## src/rtl/morse_pkg.sv

```systemverilog
// Shared Morse definitions: sequencer states, default rates and the
// left-justified letter table (dot = 1, dash = 111, intra-letter gap = 0).
package morse_pkg;

  typedef enum logic [1:0] {
    IDLE = 2'd0,
    SEND = 2'd1,
    GAP  = 2'd2
  } state_t;

  localparam int DEFAULT_CLK_HZ = 50_000_000;
  localparam int DEFAULT_SYM_HZ = 2;

  // Index 0 = 'A' ... 25 = 'Z'; lengths count symbols including the internal gaps.
  localparam logic [15:0] LETTER_PAT [26] = '{
    16'hB800, 16'hEA80, 16'hEBA0, 16'hEA00, 16'h8000, 16'hAE80, 16'hEE80,
    16'hAA00, 16'hA000, 16'hBBB8, 16'hEB80, 16'hBA80, 16'hEE00, 16'hE800,
    16'hEEE0, 16'hBBA0, 16'hEEB8, 16'hBA00, 16'hA800, 16'hE000, 16'hAE00,
    16'hAB80, 16'hBB80, 16'hEAE0, 16'hEBB8, 16'hEEA0
  };

  localparam logic [4:0] LETTER_LEN [26] = '{
    5'd5,  5'd9,  5'd11, 5'd7,  5'd1,  5'd9,  5'd9,
    5'd7,  5'd3,  5'd13, 5'd9,  5'd9,  5'd7,  5'd5,
    5'd11, 5'd11, 5'd13, 5'd7,  5'd5,  5'd3,  5'd7,
    5'd9,  5'd9,  5'd11, 5'd13, 5'd11
  };

endpackage

```

## src/rtl/morse_symbol_sequencer_if.sv

```systemverilog
// Handshake bundle between the letter-select logic (master) and the sequencer (slave).
interface morse_symbol_sequencer_if #(
  parameter int PAT_W = 16,
  parameter int LEN_W = $clog2(PAT_W + 1)
);
  logic [PAT_W-1:0] Pattern;
  logic [LEN_W-1:0] Length;
  logic             Start;
  logic             Repeat;
  logic             Abort;
  logic             Ready;
  logic             Busy;
  logic             Out;
  logic             Done;

  modport master (
    output Pattern, Length, Start, Repeat, Abort,
    input  Ready, Busy, Out, Done
  );

  modport slave (
    input  Pattern, Length, Start, Repeat, Abort,
    output Ready, Busy, Out, Done
  );
endinterface

```

## src/rtl/morse_symbol_sequencer_divider.sv

```systemverilog
// Symbol-rate down-counter: ticks once every DIV enabled cycles, reloadable on demand.
module symbol_rate_divider #(
  parameter int DIV = 4
) (
  input  logic Clock,
  input  logic Clear_b,
  input  logic load,
  input  logic enable,
  output logic tick
);
  localparam int W = (DIV > 2) ? $clog2(DIV) : 1;
  localparam logic [W-1:0] RELOAD = W'(DIV - 1);

  logic [W-1:0] count_reg;

  assign tick = enable & (count_reg == '0);

  always_ff @(posedge Clock or negedge Clear_b) begin
    if (!Clear_b) begin
      count_reg <= '0;
    end else if (load || tick) begin
      count_reg <= RELOAD;
    end else if (enable) begin
      count_reg <= count_reg - 1'b1;
    end
  end
endmodule

```

## src/rtl/morse_symbol_sequencer.sv

```systemverilog
// Plays a left-justified Morse pattern at the symbol rate, appends the
// inter-letter gap, and optionally loops until aborted.
module morse_symbol_sequencer
  import morse_pkg::*;
#(
  parameter int CLK_HZ   = DEFAULT_CLK_HZ,
  parameter int SYM_HZ   = DEFAULT_SYM_HZ,
  parameter int PAT_W    = 16,
  parameter int GAP_SYMS = 3
) (
  input  logic Clock,
  input  logic Clear_b,
  morse_symbol_sequencer_if.slave bus
);
  localparam int DIV   = CLK_HZ / SYM_HZ;
  localparam int LEN_W = $clog2(PAT_W + 1);
  localparam int CNT_W = (LEN_W > 4) ? LEN_W : 4;
  localparam logic [LEN_W-1:0] PAT_W_L = LEN_W'(PAT_W);
  localparam logic [CNT_W-1:0] GAP_L   = CNT_W'(GAP_SYMS);
  localparam logic [CNT_W-1:0] CNT_ONE = CNT_W'(1);

  state_t             state_reg;
  logic [PAT_W-1:0]   sreg_reg;
  logic [PAT_W-1:0]   pat_store_reg;
  logic [LEN_W-1:0]   len_store_reg;
  logic [CNT_W-1:0]   cnt_reg;
  logic               rpt_reg;
  logic               out_reg;
  logic               done_reg;

  logic               tick;
  logic               accept;
  logic               letter_end;
  logic               start_letter;
  logic [LEN_W-1:0]   len_clamped;
  logic [PAT_W-1:0]   src_pat;
  logic [LEN_W-1:0]   src_len;

  assign accept = bus.Start & (state_reg == IDLE) & ~bus.Abort;

  // Final tick of a letter: end of GAP, or end of SEND when there is no gap.
  assign letter_end = tick & (cnt_reg == CNT_ONE) &
                      ((state_reg == GAP) || ((state_reg == SEND) && (GAP_SYMS == 0)));
  assign start_letter = accept | (letter_end & rpt_reg);

  always_comb begin
    len_clamped = (bus.Length > PAT_W_L) ? PAT_W_L : bus.Length;
    src_pat     = pat_store_reg;
    src_len     = len_store_reg;
    if (state_reg == IDLE) begin
      src_pat = bus.Pattern;
      src_len = len_clamped;
    end
  end

  symbol_rate_divider #(.DIV(DIV)) u_divider (
    .Clock   (Clock),
    .Clear_b (Clear_b),
    .load    (accept),
    .enable  (state_reg != IDLE),
    .tick    (tick)
  );

  always_ff @(posedge Clock or negedge Clear_b) begin
    if (!Clear_b) begin
      state_reg     <= IDLE;
      sreg_reg      <= '0;
      pat_store_reg <= '0;
      len_store_reg <= '0;
      cnt_reg       <= '0;
      rpt_reg       <= 1'b0;
      out_reg       <= 1'b0;
      done_reg      <= 1'b0;
    end else begin
      done_reg <= 1'b0;
      if (bus.Abort) begin
        state_reg <= IDLE;
        out_reg   <= 1'b0;
      end else if (start_letter) begin
        if (state_reg == IDLE) begin
          pat_store_reg <= bus.Pattern;
          len_store_reg <= len_clamped;
          rpt_reg       <= bus.Repeat;
        end
        sreg_reg <= src_pat;
        if (src_len != '0) begin
          state_reg <= SEND;
          cnt_reg   <= CNT_W'(src_len);
          out_reg   <= src_pat[PAT_W-1];
        end else if (GAP_SYMS != 0) begin
          state_reg <= GAP;
          cnt_reg   <= GAP_L;
          out_reg   <= 1'b0;
        end else begin
          state_reg <= IDLE;
          out_reg   <= 1'b0;
          done_reg  <= 1'b1;
        end
      end else if (letter_end) begin
        state_reg <= IDLE;
        out_reg   <= 1'b0;
        done_reg  <= 1'b1;
      end else if (tick) begin
        cnt_reg <= cnt_reg - 1'b1;
        if (state_reg == SEND) begin
          sreg_reg <= sreg_reg << 1;
          if (cnt_reg == CNT_ONE) begin
            state_reg <= GAP;
            cnt_reg   <= GAP_L;
            out_reg   <= 1'b0;
          end else begin
            out_reg <= sreg_reg[PAT_W-2];
          end
        end
      end
    end
  end

  assign bus.Ready = (state_reg == IDLE);
  assign bus.Busy  = (state_reg != IDLE);
  assign bus.Out   = out_reg;
  assign bus.Done  = done_reg;
endmodule

```

## src/flat_wrapper.sv

```systemverilog
// flat-port wrapper written by rule: the top's interface ports become plain ports
module morse_symbol_sequencer_flat import morse_pkg::*;
#(
  parameter int CLK_HZ   = DEFAULT_CLK_HZ,
  parameter int SYM_HZ   = DEFAULT_SYM_HZ,
  parameter int PAT_W    = 16,
  parameter int GAP_SYMS = 3
)
  (Clock, Clear_b, bus_Pattern, bus_Length, bus_Start, bus_Repeat, bus_Abort, bus_Ready, bus_Busy, bus_Out, bus_Done);
  morse_symbol_sequencer_if #(.PAT_W(PAT_W)) bus_i ();
  input  logic Clock;
  input  logic Clear_b;
  input wire logic [$bits(bus_i.Pattern)-1:0] bus_Pattern;
  input wire logic [$bits(bus_i.Length)-1:0] bus_Length;
  input wire logic [$bits(bus_i.Start)-1:0] bus_Start;
  input wire logic [$bits(bus_i.Repeat)-1:0] bus_Repeat;
  input wire logic [$bits(bus_i.Abort)-1:0] bus_Abort;
  output wire logic [$bits(bus_i.Ready)-1:0] bus_Ready;
  output wire logic [$bits(bus_i.Busy)-1:0] bus_Busy;
  output wire logic [$bits(bus_i.Out)-1:0] bus_Out;
  output wire logic [$bits(bus_i.Done)-1:0] bus_Done;
  assign bus_i.Pattern = bus_Pattern;
  assign bus_i.Length = bus_Length;
  assign bus_i.Start = bus_Start;
  assign bus_i.Repeat = bus_Repeat;
  assign bus_i.Abort = bus_Abort;
  assign bus_Ready = bus_i.Ready;
  assign bus_Busy = bus_i.Busy;
  assign bus_Out = bus_i.Out;
  assign bus_Done = bus_i.Done;
  morse_symbol_sequencer #(.CLK_HZ(CLK_HZ), .SYM_HZ(SYM_HZ), .PAT_W(PAT_W), .GAP_SYMS(GAP_SYMS)) u_core (.Clock(Clock), .Clear_b(Clear_b), .bus(bus_i));
endmodule
```

## config.mk

```make
export PLATFORM = sky130hd
export DESIGN_NAME = morse_symbol_sequencer_flat
export DESIGN_NICKNAME = d
export VERILOG_FILES = /design/src/rtl/morse_pkg.sv /design/src/rtl/morse_symbol_sequencer_if.sv /design/src/rtl/morse_symbol_sequencer_divider.sv /design/src/rtl/morse_symbol_sequencer.sv /design/src/flat_wrapper.sv
export SDC_FILE = /design/constraint.sdc
export NUM_CORES = 1
export LEC_CHECK = 0
export ABC_CLOCK_PERIOD_IN_PS = 2300
export BUFFER_PORTS_ARGS = -buffer_cell sky130_fd_sc_hd__buf_2
export CORE_MARGIN = 4
export CORE_UTILIZATION = 54
export DETAILED_ROUTE_END_ITERATION = 10
export PLACE_DENSITY_LB_ADDON = 0.08
export SETUP_SLACK_MARGIN = 0.2
export SYNTH_ARGS = -nofsm -noshare
export SYNTH_HDL_FRONTEND = slang
export SYNTH_SLANG_ARGS = --single-unit
export TNS_END_PERCENT = 1
```

## constraint.sdc

```tcl
create_clock -name Clock -period 2.3 [get_ports Clock]
set_input_delay 0.46 -clock Clock [delete_from_list [all_inputs] [get_ports Clock]]
set_output_delay 0.46 -clock Clock [all_outputs]
set_load 0.05 [all_outputs]
```

==> metrics.csv <==
stage;metric;value;unit
finish;n_antenna_cell;0;
worst_setup_path;crit_chain;or4_4, buf_6, nor4_4, buf_6, buf_6, nand4_1, nor3_2, xnor2_1, nand2_1;
grt;grt_overflow;0;
yosys;syn_avg_cell_area;9.03;sq um
placed_design;place_ws;-0.182;ns
clock_network;cts_made_buffers;9;
worst_setup_path;startpoint_type;flop;
power;p_int;2.51;mW
placed_design;io_buffers;29;
floorplanning;coreArea;6490;sq um
outcome;status;finished, violations left;
power;p_per_area;769;nW/um^2
timing;finClkSkew;0.00728;ns
yosys;ys_types;56;
min_path;hold_path.class;primary input to asynchronous set/reset pin;
finish;largest_reg_flops;25;
yosys;synth_area_leader_cell;dfrtp_1;
yosys;postSynthCellCount;408;
yosys;yosys_warnings;0;
placed_design;dp_hpwl;5900;um
finish;n_fill_cell;481;
grt;grt_start_max_net_pins;36;
clock_network;cts_max_path_buffers;2;
worst_setup_path;crit_top_cell;buf_6;
timing;rsz0062_at_grt;true;
yosys;synth.area.top_cells;dfrtp_1 (48%), nand2_1 (9.7%), nor2_1 (4.1%);
power;p_sw;1.13;mW
clock_network;insertion_delay;0.35;ns
floorplanning;die_area;8200;sq um
yosys;yosysSeqAreaShare;48.3;%
timing;max_freq;427;MHz
timing;layout_min_cycle_time;2.34;ns
yosys;synth_edf_count;0;
power;max-vdd-ir-drop;0.000511;V
clock_network;clock_tree.root_cell;clkbuf_8;
floorplanning;num_rows;29;
timing;setup_viol;6;
detailed_routing;drc_errors;0;
worst_setup_path;cp.required;2.51;ns
power;p_comb_share;26.3;%
timing;final.period_utilization;102;%
yosys;synth-async-reset-ratio;100;%
power;swShare;31.0;%
yosys;syn_nets;438;
grt;grt_first_pass_wirelength;14400;um
floorplanning;die_x;90.6;um
power;clock_power_share;28.6;%
grt;gr-usage-all-layers;21.8;%
timing;layout_setup_ws;-0.0399;ns
grt;grt_pass1_vias;3155;
worst_setup_path;reg2reg_depth;9;
yosys;synth-seq-cells;71;
detailed_routing;via_count;3216;
yosys;synth_top_area_share;48.3;%
finish;synthToLayoutAreaGrowth;28.4;%
floorplanning;die_h;90.6;um
clock_network;cts_tree;yes;
yosys;synth.cell_area;3680;sq um
worst_setup_path;max_stage_delay;0.55;ns
detailed_routing;viasPerCell;5.64;
grt;antenna_found_initial;0;
finish;drive_gt1_share;28.8;%
timing;slew_headroom;52.8;%
placed_design;gp_congestion;0.914;
placed_design;place_area;4280;sq um
detailed_routing;drt_iter0_drc;135;
power;p_leak;2.08;nW
clock_network;cts_hold_buf;0;
detailed_routing;drt_wl_total;8870;um
clock_network;clkTransAtPathRegs;0.08;ns
floorplanning;initial_core_util;56.7;%
worst_setup_path;crit_type;flop to flop;
worst_setup_path;crit_arrival;2.55;ns
finish;post-route-cell-area;4730;sq um
detailed_routing;dr.pass1.iters;4;
outcome;failed_checks;setup timing;
timing;drv_slew;0;
worst_setup_path;worst-path-max-fanout;5;
finish;multi_input_area;1940;sq um
clock_network;ctsHtreeMaxLevel;3;
timing;fin_tns_setup;-0.140;ns
worst_setup_path;critPathSlowestCell;or4_4;
clock_network;cts_sinks;71;
worst_setup_path;cp-end-kind;flop;
run;drv_cap;0;
floorplanning;ios;30;
power;seq_power_share;45.1;%
detailed_routing;antenna_left;0;
timing;finalHoldViolCount;0;
detailed_routing;wl_per_cell;15.6;um
finish;regArea;1780;sq um
timing;tightest_slew;0.707;ns
finish;final_nets;518;
yosys;synth_ff_type;dfrtp_1;
-- cell families after synthesis --
group	Yosys count	share of synthesized area, %
XOR/XNOR	20	4.76
adder cells (fa/ha/maj)	4	1.36
flip-flops	71	48.2
multiplexers	16	4.42
AO/OA/AOI/OAI	72	12.7
buffers and inverters	27	3.02
AND/OR/NAND/NOR	198	25.5
-- cell usage in the layout, fill, tap and decap left out, drive strengths merged, types with 6 or more instances in the layout --
| master | instances |
|---|---|
| or3 | 6 |
| a31oi | 13 |
| nand3 | 8 |
| o21ai | 22 |
| nor3 | 14 |
| nor2 | 40 |
| xnor2 | 14 |
| inv | 7 |
| a21oi | 15 |
| nor4 | 6 |
| dfrtp | 71 |
| buf | 88 |
| xor2 | 6 |
| nand2 | 96 |
| clkbuf | 12 |
| mux2i | 14 |
-- final timing paths --
path	end	slack, ns	start
min	u_core.u_divider.count_reg[16]	0.15	Clear_b
max	u_core.u_divider.count_reg[24]	-0.04	u_core.u_divider.count_reg[7]
min in group Clock	u_core.rpt_reg	0.30	bus_Repeat
max reg2reg	u_core.u_divider.count_reg[24]	-0.04	u_core.u_divider.count_reg[7]
max in group asynchronous	u_core.rpt_reg	1.51	Clear_b
min reg2reg	u_core.sreg_reg[11]	0.49	u_core.sreg_reg[11]
-- synthesized netlist by cell type (all sizes together) (2+ instances only) --
cell	n
a22o	4
a21oi	15
ha	4
or4b	2
a21o	2
buf	8
xnor2	14
or4	5
nor2	40
clkbuf	12
nand3	8
and3	3
nand2b	3
inv	7
nand2	96
or2	3
nor3	14
dfrtp	71
a211oi	4
or3	6
mux2	2
nand4	4
xor2	6
mux2i	14
nor3b	3
o21ai	22
a31oi	13
nor2b	2
o32ai	2
nor4	6
-- metrics by stage --
step | power (mW) | hold WS [ns] | std cells | util [%]
2_1_floorplan | 2.19 | 0.164 | 408 | -
3_3_place_gp | 2.51 | 0.458 | 546 | 65.9
3_5_place_dp | 2.56 | 0.470 | 546 | 65.9
4_1_cts | 3.62 | 0.166 | 567 | 71.2
5_1_grt | 3.85 | 0.188 | 570 | 72.8
6_report | 3.64 | 0.148 | 570 | 72.8
-- power groups by stage --
stage / clock [mW] / sequential [mW] / combinational, mW
floorplan: 0 / 1.64 / 0.558
global placement: 0 / 1.64 / 0.866
detailed placement: 0 / 1.66 / 0.900
CTS: 1.05 / 1.63 / 0.932
global route: 1.12 / 1.67 / 1.07
finish: 1.04 / 1.64 / 0.957
-- worst max-delay path, delay by kind of cell, from the launching register on --
kind	cells	cell delay, ns
buffers and inverters	3	0.42
xor gates and xnor gates	1	0.17
and+or+nand+nor	5	1.22
DFF	1	0.39
-- per-layer routing --
metal	up-vias	part of all wire (%)	GRT usage [%]	routed length (um)
li1	1575	-	-	-
met2	62	48	35.6	4280
met4	0	1.3	7.40	117
met1	1569	46	28.2	4120
met5	-	0	0	0
met3	10	4.0	5.50	351
-- repair_timing --
item	in CTS	in global routing
pin swaps	16	19
gates resized for setup	23	16
setup buffers	5	2
endpoints found under the hold margin	0	0
setup endpoints to repair	66	59
cloned	0	1
-- cell type report --
cell class,instances,area share [%]
timing repair buffer,89,14.5
inverter,7,0.556
clock inverter,5,1.19
multi-input combinational,310,40.9
sequential,71,37.6
clock buffer,11,3.20
tap,77,2.04
Note: power is estimated with default switching activity, not from simulation.
